<file path="config.mk">
export PLATFORM = sky130hd
export DESIGN_NAME = clock_phase_sequencer_flat
export DESIGN_NICKNAME = d
export VERILOG_FILES = /design/src/rtl/clock_phase_sequencer_if.sv /design/src/rtl/clock_phase_sequencer.sv /design/src/flat_wrapper.sv
export SDC_FILE = /design/constraint.sdc
export NUM_CORES = 1
export LEC_CHECK = 0
export CORE_UTILIZATION = 35
export DETAILED_ROUTE_END_ITERATION = 6
export HOLD_SLACK_MARGIN = 0.1
export PLACE_DENSITY = 0.55
export REMOVE_ABC_BUFFERS = 1
export SLEW_MARGIN = 20
export SYNTH_ARGS = -nofsm -noshare
export SYNTH_HDL_FRONTEND = slang
export SYNTH_SLANG_ARGS = --single-unit
</file>
<file path="constraint.sdc">
create_clock -name clock -period 2.5 [get_ports clock]
set_clock_uncertainty 0.1 [all_clocks]
set_input_delay 0.5 -clock clock [delete_from_list [all_inputs] [get_ports clock]]
set_output_delay 0.5 -clock clock [all_outputs]
set_load 0.03 [all_outputs]
</file>
<file path="src/rtl/clock_phase_sequencer_if.sv">
// Control/status bundle between the phase sequencer and the skeleton domains it gates.
interface clock_phase_sequencer_if #(
  parameter int unsigned NUM_CH = 4,
  parameter int unsigned CNT_W  = 32
);
  logic              run_en;
  logic [NUM_CH-1:0] phase_en;
  logic              core_reset;
  logic [CNT_W-1:0]  frame_count;
  logic              done;

  modport master (
    input  run_en,
    output phase_en,
    output core_reset,
    output frame_count,
    output done
  );

  modport slave (
    output run_en,
    input  phase_en,
    input  core_reset,
    input  frame_count,
    input  done
  );
endinterface

</file>
<file path="src/rtl/clock_phase_sequencer.sv">
// One-cycle phase enables per domain, stretched core reset and a frame counter
// with an optional self-halt after MAX_FRAMES frames.
module clock_phase_sequencer #(
  parameter int unsigned NUM_CH     = 4,
  parameter int unsigned DIV        = 4,
  parameter int unsigned RST_HOLD   = 2,
  parameter int unsigned MAX_FRAMES = 140,
  parameter int unsigned CNT_W      = 32
) (
  input  logic                      clock,
  input  logic                      reset,
  clock_phase_sequencer_if.master   bus
);

  localparam int unsigned PH_W   = (DIV > 1) ? $clog2(DIV) : 1;
  localparam int unsigned HOLD_W = $clog2(RST_HOLD + 1);

  typedef enum logic [1:0] {
    S_HOLD,
    S_RUN,
    S_HALT
  } state_t;

  state_t             state_q, state_d;
  logic [HOLD_W-1:0]  hold_q, hold_d;
  logic [PH_W-1:0]    phase_q, phase_d;
  logic [NUM_CH-1:0]  phase_en_q, phase_en_d;
  logic               core_reset_q, core_reset_d;
  logic [CNT_W-1:0]   frame_count_q, frame_count_d;
  logic               done_q, done_d;
  logic               frame_end;
  logic [CNT_W-1:0]   frame_inc;

  // State and output registers; reset overrides every other event
  always_ff @(posedge clock) begin
    if (reset) begin
      state_q       <= S_HOLD;
      hold_q        <= HOLD_W'(RST_HOLD);
      phase_q       <= '0;
      phase_en_q    <= '0;
      core_reset_q  <= 1'b1;
      frame_count_q <= '0;
      done_q        <= 1'b0;
    end else begin
      state_q       <= state_d;
      hold_q        <= hold_d;
      phase_q       <= phase_d;
      phase_en_q    <= phase_en_d;
      core_reset_q  <= core_reset_d;
      frame_count_q <= frame_count_d;
      done_q        <= done_d;
    end
  end

  // Next-state and next-output logic
  always_comb begin
    state_d       = state_q;
    hold_d        = hold_q;
    phase_d       = phase_q;
    phase_en_d    = '0;
    core_reset_d  = core_reset_q;
    frame_count_d = frame_count_q;
    done_d        = done_q;
    frame_end     = (phase_q == PH_W'(DIV - 1));
    frame_inc     = frame_count_q + CNT_W'(1);

    case (state_q)
      S_HOLD: begin
        hold_d = hold_q - HOLD_W'(1);
        if (hold_q == HOLD_W'(1)) begin
          core_reset_d = 1'b0;
          state_d      = S_RUN;
        end
      end
      S_RUN: begin
        if (bus.run_en) begin
          // Phases at or above NUM_CH shift the bit out, leaving an idle slot
          phase_en_d = NUM_CH'(1) << phase_q;
          phase_d    = frame_end ? '0 : phase_q + PH_W'(1);
          if (frame_end) begin
            frame_count_d = frame_inc;
            if ((MAX_FRAMES != 0) && (frame_inc == CNT_W'(MAX_FRAMES))) begin
              state_d = S_HALT;
              done_d  = 1'b1;
            end
          end
        end
      end
      S_HALT: begin
        state_d = S_HALT;
      end
      default: begin
        state_d = S_HOLD;
      end
    endcase
  end

  assign bus.phase_en    = phase_en_q;
  assign bus.core_reset  = core_reset_q;
  assign bus.frame_count = frame_count_q;
  assign bus.done        = done_q;

endmodule
</file>
<file path="src/flat_wrapper.sv">
// flat-port wrapper written by rule: the top's interface ports become plain ports
module clock_phase_sequencer_flat 
#(
  parameter int unsigned NUM_CH     = 4,
  parameter int unsigned DIV        = 4,
  parameter int unsigned RST_HOLD   = 2,
  parameter int unsigned MAX_FRAMES = 140,
  parameter int unsigned CNT_W      = 32
)
  (clock, reset, bus_run_en, bus_phase_en, bus_core_reset, bus_frame_count, bus_done);
  clock_phase_sequencer_if #(.NUM_CH(NUM_CH), .CNT_W(CNT_W)) bus_i ();
  input  logic clock;
  input  logic reset;
  input wire logic [$bits(bus_i.run_en)-1:0] bus_run_en;
  output wire logic [$bits(bus_i.phase_en)-1:0] bus_phase_en;
  output wire logic [$bits(bus_i.core_reset)-1:0] bus_core_reset;
  output wire logic [$bits(bus_i.frame_count)-1:0] bus_frame_count;
  output wire logic [$bits(bus_i.done)-1:0] bus_done;
  assign bus_i.run_en = bus_run_en;
  assign bus_phase_en = bus_i.phase_en;
  assign bus_core_reset = bus_i.core_reset;
  assign bus_frame_count = bus_i.frame_count;
  assign bus_done = bus_i.done;
  clock_phase_sequencer #(.NUM_CH(NUM_CH), .DIV(DIV), .RST_HOLD(RST_HOLD), .MAX_FRAMES(MAX_FRAMES), .CNT_W(CNT_W)) u_core (.clock(clock), .reset(reset), .bus(bus_i));
endmodule
</file>
==> results of run 1 <==
-- worst paths after layout --
kind / start / endpoint / slack [ns]
setup / recovery: u_core.bus.frame_count[5] / u_core.state_q[0] / 0.10
hold / removal: u_core.bus.core_reset / u_core.bus.core_reset / 0.36
setup reg to reg: u_core.bus.frame_count[5] / u_core.state_q[0] / 0.10
hold reg to reg: u_core.bus.core_reset / u_core.bus.core_reset / 0.36
-- kinds of logic after synthesis --
logic type,synth area share (%)
AOI/OAI and AO/OA,8.066
xor gates and xnor gates,12.59
adders and majority gates,2.430
buffers and inverters,4.519
DFF,34.21
muxes,1.944
and+or+nand+nor,36.25
-- routing by layer --
layer | global-route usage [%] | part of all wire (%)
met5 | 0 | 0
met4 | 4.471 | 1.1
met3 | 3.205 | 5.5
met2 | 28.75 | 45
met1 | 27.58 | 48
-- cell type report --
cell class / instances / area, µm² / area share (%)
Inverter: 6 / 22.52 / 0.6063
Clock inverter: 1 / 30.03 / 0.8084
Clock buffer: 7 / 96.34 / 2.593
Multi-Input combinational cell: 248 / 1675 / 45.10
Timing Repair Buffer: 96 / 867.1 / 23.34
Sequential cell: 44 / 903.4 / 24.32
Tap cell: 96 / 120.1 / 3.233
-- sequential cells by signal, indices dropped and copies added (netlist names) --
register / cells
u_core.hold_q: 2
u_core.bus.frame_count: 32
u_core.phase_q: 2
u_core.bus.phase_en: 4
u_core.state_q: 2
u_core.bus.core_reset: 1
u_core.bus.done: 1
-- metrics by stage --
step                cell area, µm²  hold WS (ns)
global route                  3715        0.3871
floorplan                     2481        0.3347
finish                        3715        0.3586
CTS                           3561        0.3560
detailed placement            3402        0.3388
global placement              3402        0.3371
-- critical path: stages, from the launching register on --
cell and delay, ns:
sky130_fd_sc_hd__dfxtp_2 0.36, sky130_fd_sc_hd__nand4_4 0.13, sky130_fd_sc_hd__nor4_4 0.38, sky130_fd_sc_hd__buf_12 0.17, sky130_fd_sc_hd__nand4_1 0.12, sky130_fd_sc_hd__a211oi_2 0.25, sky130_fd_sc_hd__a31oi_1 0.10, sky130_fd_sc_hd__nor4_4 0.33
sky130_fd_sc_hd__a31o_1 0.23, sky130_fd_sc_hd__mux2i_1 0.18
-- what timing repair did --
item                                    CTS  global route
pin swaps                                 4            10
endpoints found under the setup margin    2             3
hold buffers                              0             0
buffers inserted                          0             5
gates resized for setup                   8            29
cloned                                    0             1
-- layout by cell type, fill, tap and decap left out, drive strengths merged, types with 11 or more instances in the layout --
| cell | n |
|---|---|
| or3 | 12 |
| nand4 | 17 |
| dfxtp | 44 |
| a21oi | 11 |
| and3 | 11 |
| nand2 | 31 |
| nor2 | 39 |
| xor2 | 26 |
| clkdlybuf4s50 | 40 |
| xnor2 | 11 |
| nand3 | 24 |
| buf | 55 |
-- power by group through the flow --
stage	clock network (µW)	logic, µW	registers [µW]
final	589	190	754
after global routing	641	214	757
after CTS	607	190	754
after detailed placement	0	190	770
after global placement	0	186	769
after floorplan	0	121	778
==> results.rst, run 1 <==
.. list-table::
   :header-rows: 1

   * - Metric
     - Value
   * - Worst-Margin Slew
     - ~0.66 ns
   * - Path class of the lowest-slack min-delay path
     - reg -> reg
   * - Synth top area cells
     - sky130_fd_sc_hd__dfxtp_1 (34%), sky130_fd_sc_hd__xor2_1 (8.8%), sky130_fd_sc_hd__nor2_1 (5.7%)
   * - Final worst-path cycle share
     - 95.93%
   * - Final core utilization
     - 53.50%
   * - Part of the power in combinational logic
     - around 12%
   * - Fin worst setup slack
     - approximately 0.1 ns
   * - Design Power
     - 1532 µW
   * - Worst R2R Path Depth
     - 9
   * - Top-area cell type share of the netlist area
     - approximately a third
   * - Remaining Overflow, GRT
     - 0
   * - DRC viols
     - 0
   * - Fillers
     - 648
   * - Core outline area
     - ~0.007 mm²
   * - Total number of H-tree levels
     - 2
   * - Total setup violations reported at the end of the flow
     - 0
   * - Layout Nets
     - just over 400
   * - Max-cap viol count
     - 0
   * - Post-synthesis cell type count
     - between 40 and 50
   * - Top_reg_cell synth
     - sky130_fd_sc_hd__dfxtp_1
   * - Global-route wire length before repair
     - 11270 µm
   * - Worst-skew pair later-pin latency
     - 0.30 ns
   * - Critical Path AT
     - between 2 and 3 ns
   * - Initial cell density of the core
     - 37.08%
   * - Number of routed nets with antenna violations
     - 0
   * - Synthesis-stage register bit count
     - 44
   * - Clock tree from TritonCTS
     - built
   * - Mapped Area
     - approximately 0.0026 mm²
   * - Layout cells sized above 1
     - a little over a quarter
   * - Final hold violation count
     - 0
   * - Initial DRT Pass Iterations
     - 4
   * - Unrepaired setup endpoints after global routing
     - yes
   * - Clock buffers created by TritonCTS
     - 5
   * - CTS Root Buffer Type
     - sky130_fd_sc_hd__clkbuf_8
   * - Number of antenna violations at the first check in global routing
     - 0
   * - Number of warnings issued by yosys
     - 0
   * - Diodes inserted
     - 0
   * - Cell count after synthesis
     - approximately 320
   * - Syn avg cell area
     - between 8 and 9 µm²
   * - Most instantiated library cell after synthesis
     - sky130_fd_sc_hd__dfxtp_1
   * - Routability Congestion
     - between 0.8 and 0.9
   * - I/O pin count
     - 41
   * - Sequential cell area fraction in the yosys report
     - about 34%
   * - Total via count in the routed design
     - 2558
   * - HPWL after detailed placement
     - around 5200 µm
   * - Achievable Freq
     - approximately 420 MHz
   * - Clock sink count
     - 44
   * - Run status
     - finished, final reports clean
   * - Critical path capture point type
     - flop
   * - Clock power share
     - 38.4%
   * - Highest fanout seen on the critical path
     - 7
   * - Violation count after the first detailed-route iteration
     - about 170
   * - Power density over the cells
     - about 410 mW/mm²
   * - Worst setup path class
     - reg -> reg
   * - Internal Dissipation
     - about 1200 µW
   * - Count of input and output buffers
     - 40
   * - Final cell count without fillers
     - approximately 500
   * - Vertical extent of the die
     - 87.78 µm
   * - Final wirelength
     - slightly above 7000 µm
   * - Share of async-settable or async-resettable flops after synthesis
     - 0%
   * - Synthesis-to-finish area growth
     - 44.27%
   * - Fin Setup TNS
     - 0 ns
   * - Vias per cell
     - approximately 5.1
   * - Clock buffer depth
     - 2
   * - Post-place setup slack
     - -0.05818 ns
   * - Number of enable-type register cells in the synthesized netlist
     - 0
   * - Placed Cells
     - between 400 and 500
   * - Most numerous cell types in the synthesized netlist
     - sky130_fd_sc_hd__dfxtp_1 (44), sky130_fd_sc_hd__nor2_1 (39), sky130_fd_sc_hd__nand2_1 (31)
   * - FP Rows
     - 30
   * - Total leakage power
     - ~0.0015 µW
   * - Clock transition at path regs
     - approximately 0.080 ns
   * - Overall die area
     - around 0.0077 mm²
   * - Cell count of the worst hold path
     - 2
   * - Min Clock Period, post-route
     - 2.398 ns
   * - Max_slew headroom
     - a little under three fifths
   * - Worst IR Drop VDD
     - approximately 0.00033 V
   * - Fraction of power consumed by sequential logic
     - between 40% and 50%
   * - Startpoint type of the worst setup path
     - flop
   * - Cell type contributing the most total cell area after synthesis
     - sky130_fd_sc_hd__dfxtp_1
   * - Share of total power consumed by net switching
     - 23.63%
   * - Die X
     - 87.78 µm
   * - Number of pins with negative max-slew slack in the final report
     - 0
   * - Switch Pwr
     - approximately 360 µW
   * - Total GRT Usage
     - a little under a fifth
   * - Data required time of the critical path
     - 2.63 ns
   * - Pin count of the biggest net entering global routing
     - 19
   * - Via count of the first global-routing pass
     - about 2300
   * - Wirelength per Cell
     - approximately 14 µm
Note: power is estimated with default switching activity, not from simulation.
==> inputs of run 2 (changes only) <==
CORE_MARGIN = 10   (was default)
==> run 2 against run 1 <==
Net effect: first-iteration DRC count is 35% lower; sequential share of layout area rose by 0.94 points; flip-flop and latch count did not move; critical path depth down 1; power down 8.4%; core utilization decreased by 4.6 points; maximum frequency is 2.5% lower; combinational power down 4%; critical endpoint unchanged; largest cell class unchanged; highest routed layer unchanged.
==> results.rst, run 2 (synthesis results as in run 1) <==
.. list-table::
   :header-rows: 1

   * - Metric
     - Value
   * - Run status
     - finished, final reports clean
   * - Max incr delay on CP
     - 0.56 ns (+0.18 ns)
   * - Fin worst setup slack
     - 0.04117 ns (-0.06060 ns)
   * - Layout cells sized above 1
     - 19.65% (-7.0 points)
   * - Critical Path Slowest Stage Cell
     - sky130_fd_sc_hd__or4_4
   * - Placed Cells
     - 486 (+0.41%)
   * - Clock power share
     - 33.2% (-5.2 points)
   * - Vertical extent of the die
     - 105.8 µm (+21%)
   * - Critical path capture point type
     - flop
   * - Internal Dissipation
     - 1035 µW (-12%)
   * - R2r startpoint
     - u_core.bus.frame_count[5]
   * - HPWL after detailed placement
     - 5545 µm (+5.9%)
   * - Most frequent standard cell in the layout excluding fill and tap cells
     - sky130_fd_sc_hd__buf_4
   * - Clock tree from TritonCTS
     - built
   * - Global-route wire length before repair
     - 11660 µm (+3.5%)
   * - Initial DRT Pass Iterations
     - 4 (unchanged)
   * - Remaining Overflow, GRT
     - 0 (unchanged)
   * - Wirelength per Cell
     - 14.48 µm (+1.5%)
   * - Kind of cell adding the most delay to the critical path
     - simple AND/OR/NAND/NOR gates
   * - Number of antenna violations at the first check in global routing
     - 0 (unchanged)
   * - Cell chain of the critical path
     - nand4_4 -> or4_4 -> nor4_4 -> xor2_1 -> a21o_1 -> nor4_4 -> a31o_1 -> mux2i_1
   * - Critical Path AT
     - 2.59 ns (+0.06 ns)
   * - Most common cell on crit path
     - sky130_fd_sc_hd__nor4_4
   * - Total setup violations reported at the end of the flow
     - 0 (unchanged)
   * - Design Power
     - 1404 µW (-8.4%)
   * - Synthesis-to-finish area growth
     - 36.98%
   * - Worst setup path class
     - reg -> reg
   * - Clock buffers created by TritonCTS
     - 5 (unchanged)
   * - Clock sink count
     - 44 (unchanged)
   * - Cell count of the worst hold path
     - 2 (unchanged)
   * - Highest fanout seen on the critical path
     - 3 (-4)
   * - Max_slew headroom
     - 65.72% (+9.8 points)
   * - Path class of the lowest-slack min-delay path
     - reg -> reg
   * - DRC viols
     - 0 (unchanged)
   * - Vias per cell
     - 4.966 (-3.3%)
   * - Post-place setup slack
     - -0.01647 ns (+0.04171 ns)
   * - Count of input and output buffers
     - 40 (unchanged)
   * - CTS Root Buffer Type
     - sky130_fd_sc_hd__clkbuf_8
   * - Total number of H-tree levels
     - 2 (unchanged)
   * - Total GRT Usage
     - 12.55% (-6.3 points)
   * - Clock buffer depth
     - 2 (unchanged)
   * - Final hold violation count
     - 0 (unchanged)
   * - Routability Congestion
     - 0.8193 (+1.0%)
   * - Data required time of the critical path
     - 2.63 ns (about the same)
   * - Worst-Margin Slew
     - 0.5095 ns (-0.1489 ns)
   * - Worst R2R Path Depth
     - 8 (-1)
   * - Crit Reg-Reg Endpoint
     - u_core.state_q[0]
   * - Number of pins with negative max-slew slack in the final report
     - 0 (unchanged)
   * - FP Rows
     - 31 (+3.3%)
   * - Clock transition at path regs
     - 0.08 ns (about the same)
   * - Cell count along the critical path
     - 8 (-1)
   * - Top library cells by usage in the layout, fill and taps aside
     - sky130_fd_sc_hd__buf_4 (50), sky130_fd_sc_hd__clkdlybuf4s50_1 (40), sky130_fd_sc_hd__nor2_1 (39)
   * - Via count of the first global-routing pass
     - 2315 (+2.2%)
   * - Max-cap viol count
     - 0 (unchanged)
   * - Diodes inserted
     - 0 (unchanged)
   * - Part of the power in combinational logic
     - 13.1% (+0.7 points)
   * - Die X
     - 105.8 µm (+21%)
   * - Number of buffer and inverter instances along the worst setup path
     - 0 (-1)
   * - Achievable Freq
     - 406.7 MHz (-2.5%)
   * - Hold Crit Start
     - u_core.bus.core_reset
   * - Final hold slack
     - 0.3559 ns (-0.002733 ns)
   * - Initial cell density of the core
     - 35.69% (-1.4 points)
   * - Hold worst-path end
     - u_core.bus.core_reset
   * - Min Clock Period, post-route
     - 2.459 ns (+0.06060 ns)
   * - Total leakage power
     - 0.001413 µW (-4.3%)
   * - Total via count in the routed design
     - 2463 (-3.7%)
   * - Worst IR Drop VDD
     - 0.0003277 V (-1.9%)
   * - Pin count of the biggest net entering global routing
     - 28 (+9)
   * - Final core utilization
     - 48.89% (-4.6 points)
   * - Core outline area
     - 0.007214 mm² (+3.9%)
   * - Power density over the cells
     - 398.0 mW/mm² (-3.5%)
   * - Startpoint type of the worst setup path
     - flop
   * - Largest register FFs
     - 32 (unchanged)
   * - I/O pin count
     - 41 (unchanged)
   * - Layout Nets
     - 404 (-1.2%)
   * - Overall die area
     - 0.01119 mm² (+45%)
   * - Violation count after the first detailed-route iteration
     - 111 (-35%)
   * - Number of routed nets with antenna violations
     - 0 (unchanged)
   * - Final worst-path cycle share
     - 98.35% (+2.4 points)
   * - Unrepaired setup endpoints after global routing
     - yes
   * - Worst-skew pair later-pin latency
     - 0.30 ns (about the same)
   * - Fraction of power consumed by sequential logic
     - 53.7% (+4.5 points)
   * - Switch Pwr
     - 369.2 µW (+2.0%)
   * - Share of total power consumed by net switching
     - 26.30% (+2.7 points)
   * - Final wirelength
     - 7182 µm (+1.1%)
   * - Final cell count without fillers
     - 496 (-0.40%)
   * - Slack of the worst reg-to-reg path
     - 0.04 ns (-0.06 ns)
==> run 2: changes by cell type in the layout (fill, tap and decap cells not counted), sizes merged <==
cell    previous run  this run
bufinv             1         0
clkbuf             8         6
buf               55        51
clkinv             0         2
==> run 2: repair_timing <==
item                       CTS  global route
buffers inserted             0             2
hold endpoints to repair     0             0
setup endpoints to repair    2             2
pin swaps                    2             3
resized for setup            4             9
hold buffers                 0             0
==> run 2: cell type report <==
class | instances | area [µm²]
inverter | 6 | 22.52
clock buffer | 6 | 82.58
timing repair buffer | 91 | 787.0
tap | 99 | 123.9
multi-input combinational | 248 | 1610
fill | 745 | 3687
sequential | 44 | 890.9
clock inverter | 2 | 10.01
==> run 2: per-stage QoR <==
stage,cell area (µm²),TNS (ns)
after global placement,3373,0
after CTS,3483,0
after detailed placement,3373,-0.01647
after global routing,3527,-0.1877
after floorplan,2481,-0.6802
final,3527,0
==> run 2: worst reg2reg max path, delay by kind of cell, from the launching register on <==
| family | cells | cell delay (ns) |
|---|---|---|
| AND/OR/NAND/NOR | 4 | 1.22 |
| AO/OA/AOI/OAI | 2 | 0.41 |
| flip-flops | 1 | 0.36 |
| multiplexers | 1 | 0.19 |
| XOR/XNOR | 1 | 0.11 |
==> run 2: how the worst max path moves through the flow <==
stage / to / from / slack [ns]
after floorplan: u_core.state_q[0] / u_core.bus.frame_count[8] / -0.30
after global placement: u_core.state_q[1] / u_core.bus.frame_count[5] / 0.06
final: u_core.state_q[0] / u_core.bus.frame_count[5] / 0.04
after detailed placement: u_core.state_q[0] / u_core.bus.frame_count[5] / -0.02
after CTS: u_core.state_q[0] / u_core.bus.frame_count[1] / 0.02
after global routing: u_core.state_q[1] / u_core.bus.frame_count[5] / -0.10
==> run 2: power by group through the flow <==
stage                     logic, µW  registers, µW  clock network, µW
after floorplan                 121            778                  0
after global placement          180            769                  0
after detailed placement        188            770                  0
after CTS                       188            754                484
after global routing            209            759                517
final                           183            754                466
==> run 2: per-layer routing <==
| layer | up-vias | global-route usage, % | part of all wire, % |
|---|---|---|---|
| met5 | - | 0 | 0 |
| met4 | 0 | 3.965 | 0.61 |
| met3 | 5 | 2.862 | 4.1 |
| met2 | 39 | 19.57 | 46 |
| met1 | 1141 | 16.71 | 49 |
| li1 | 1278 | - | - |
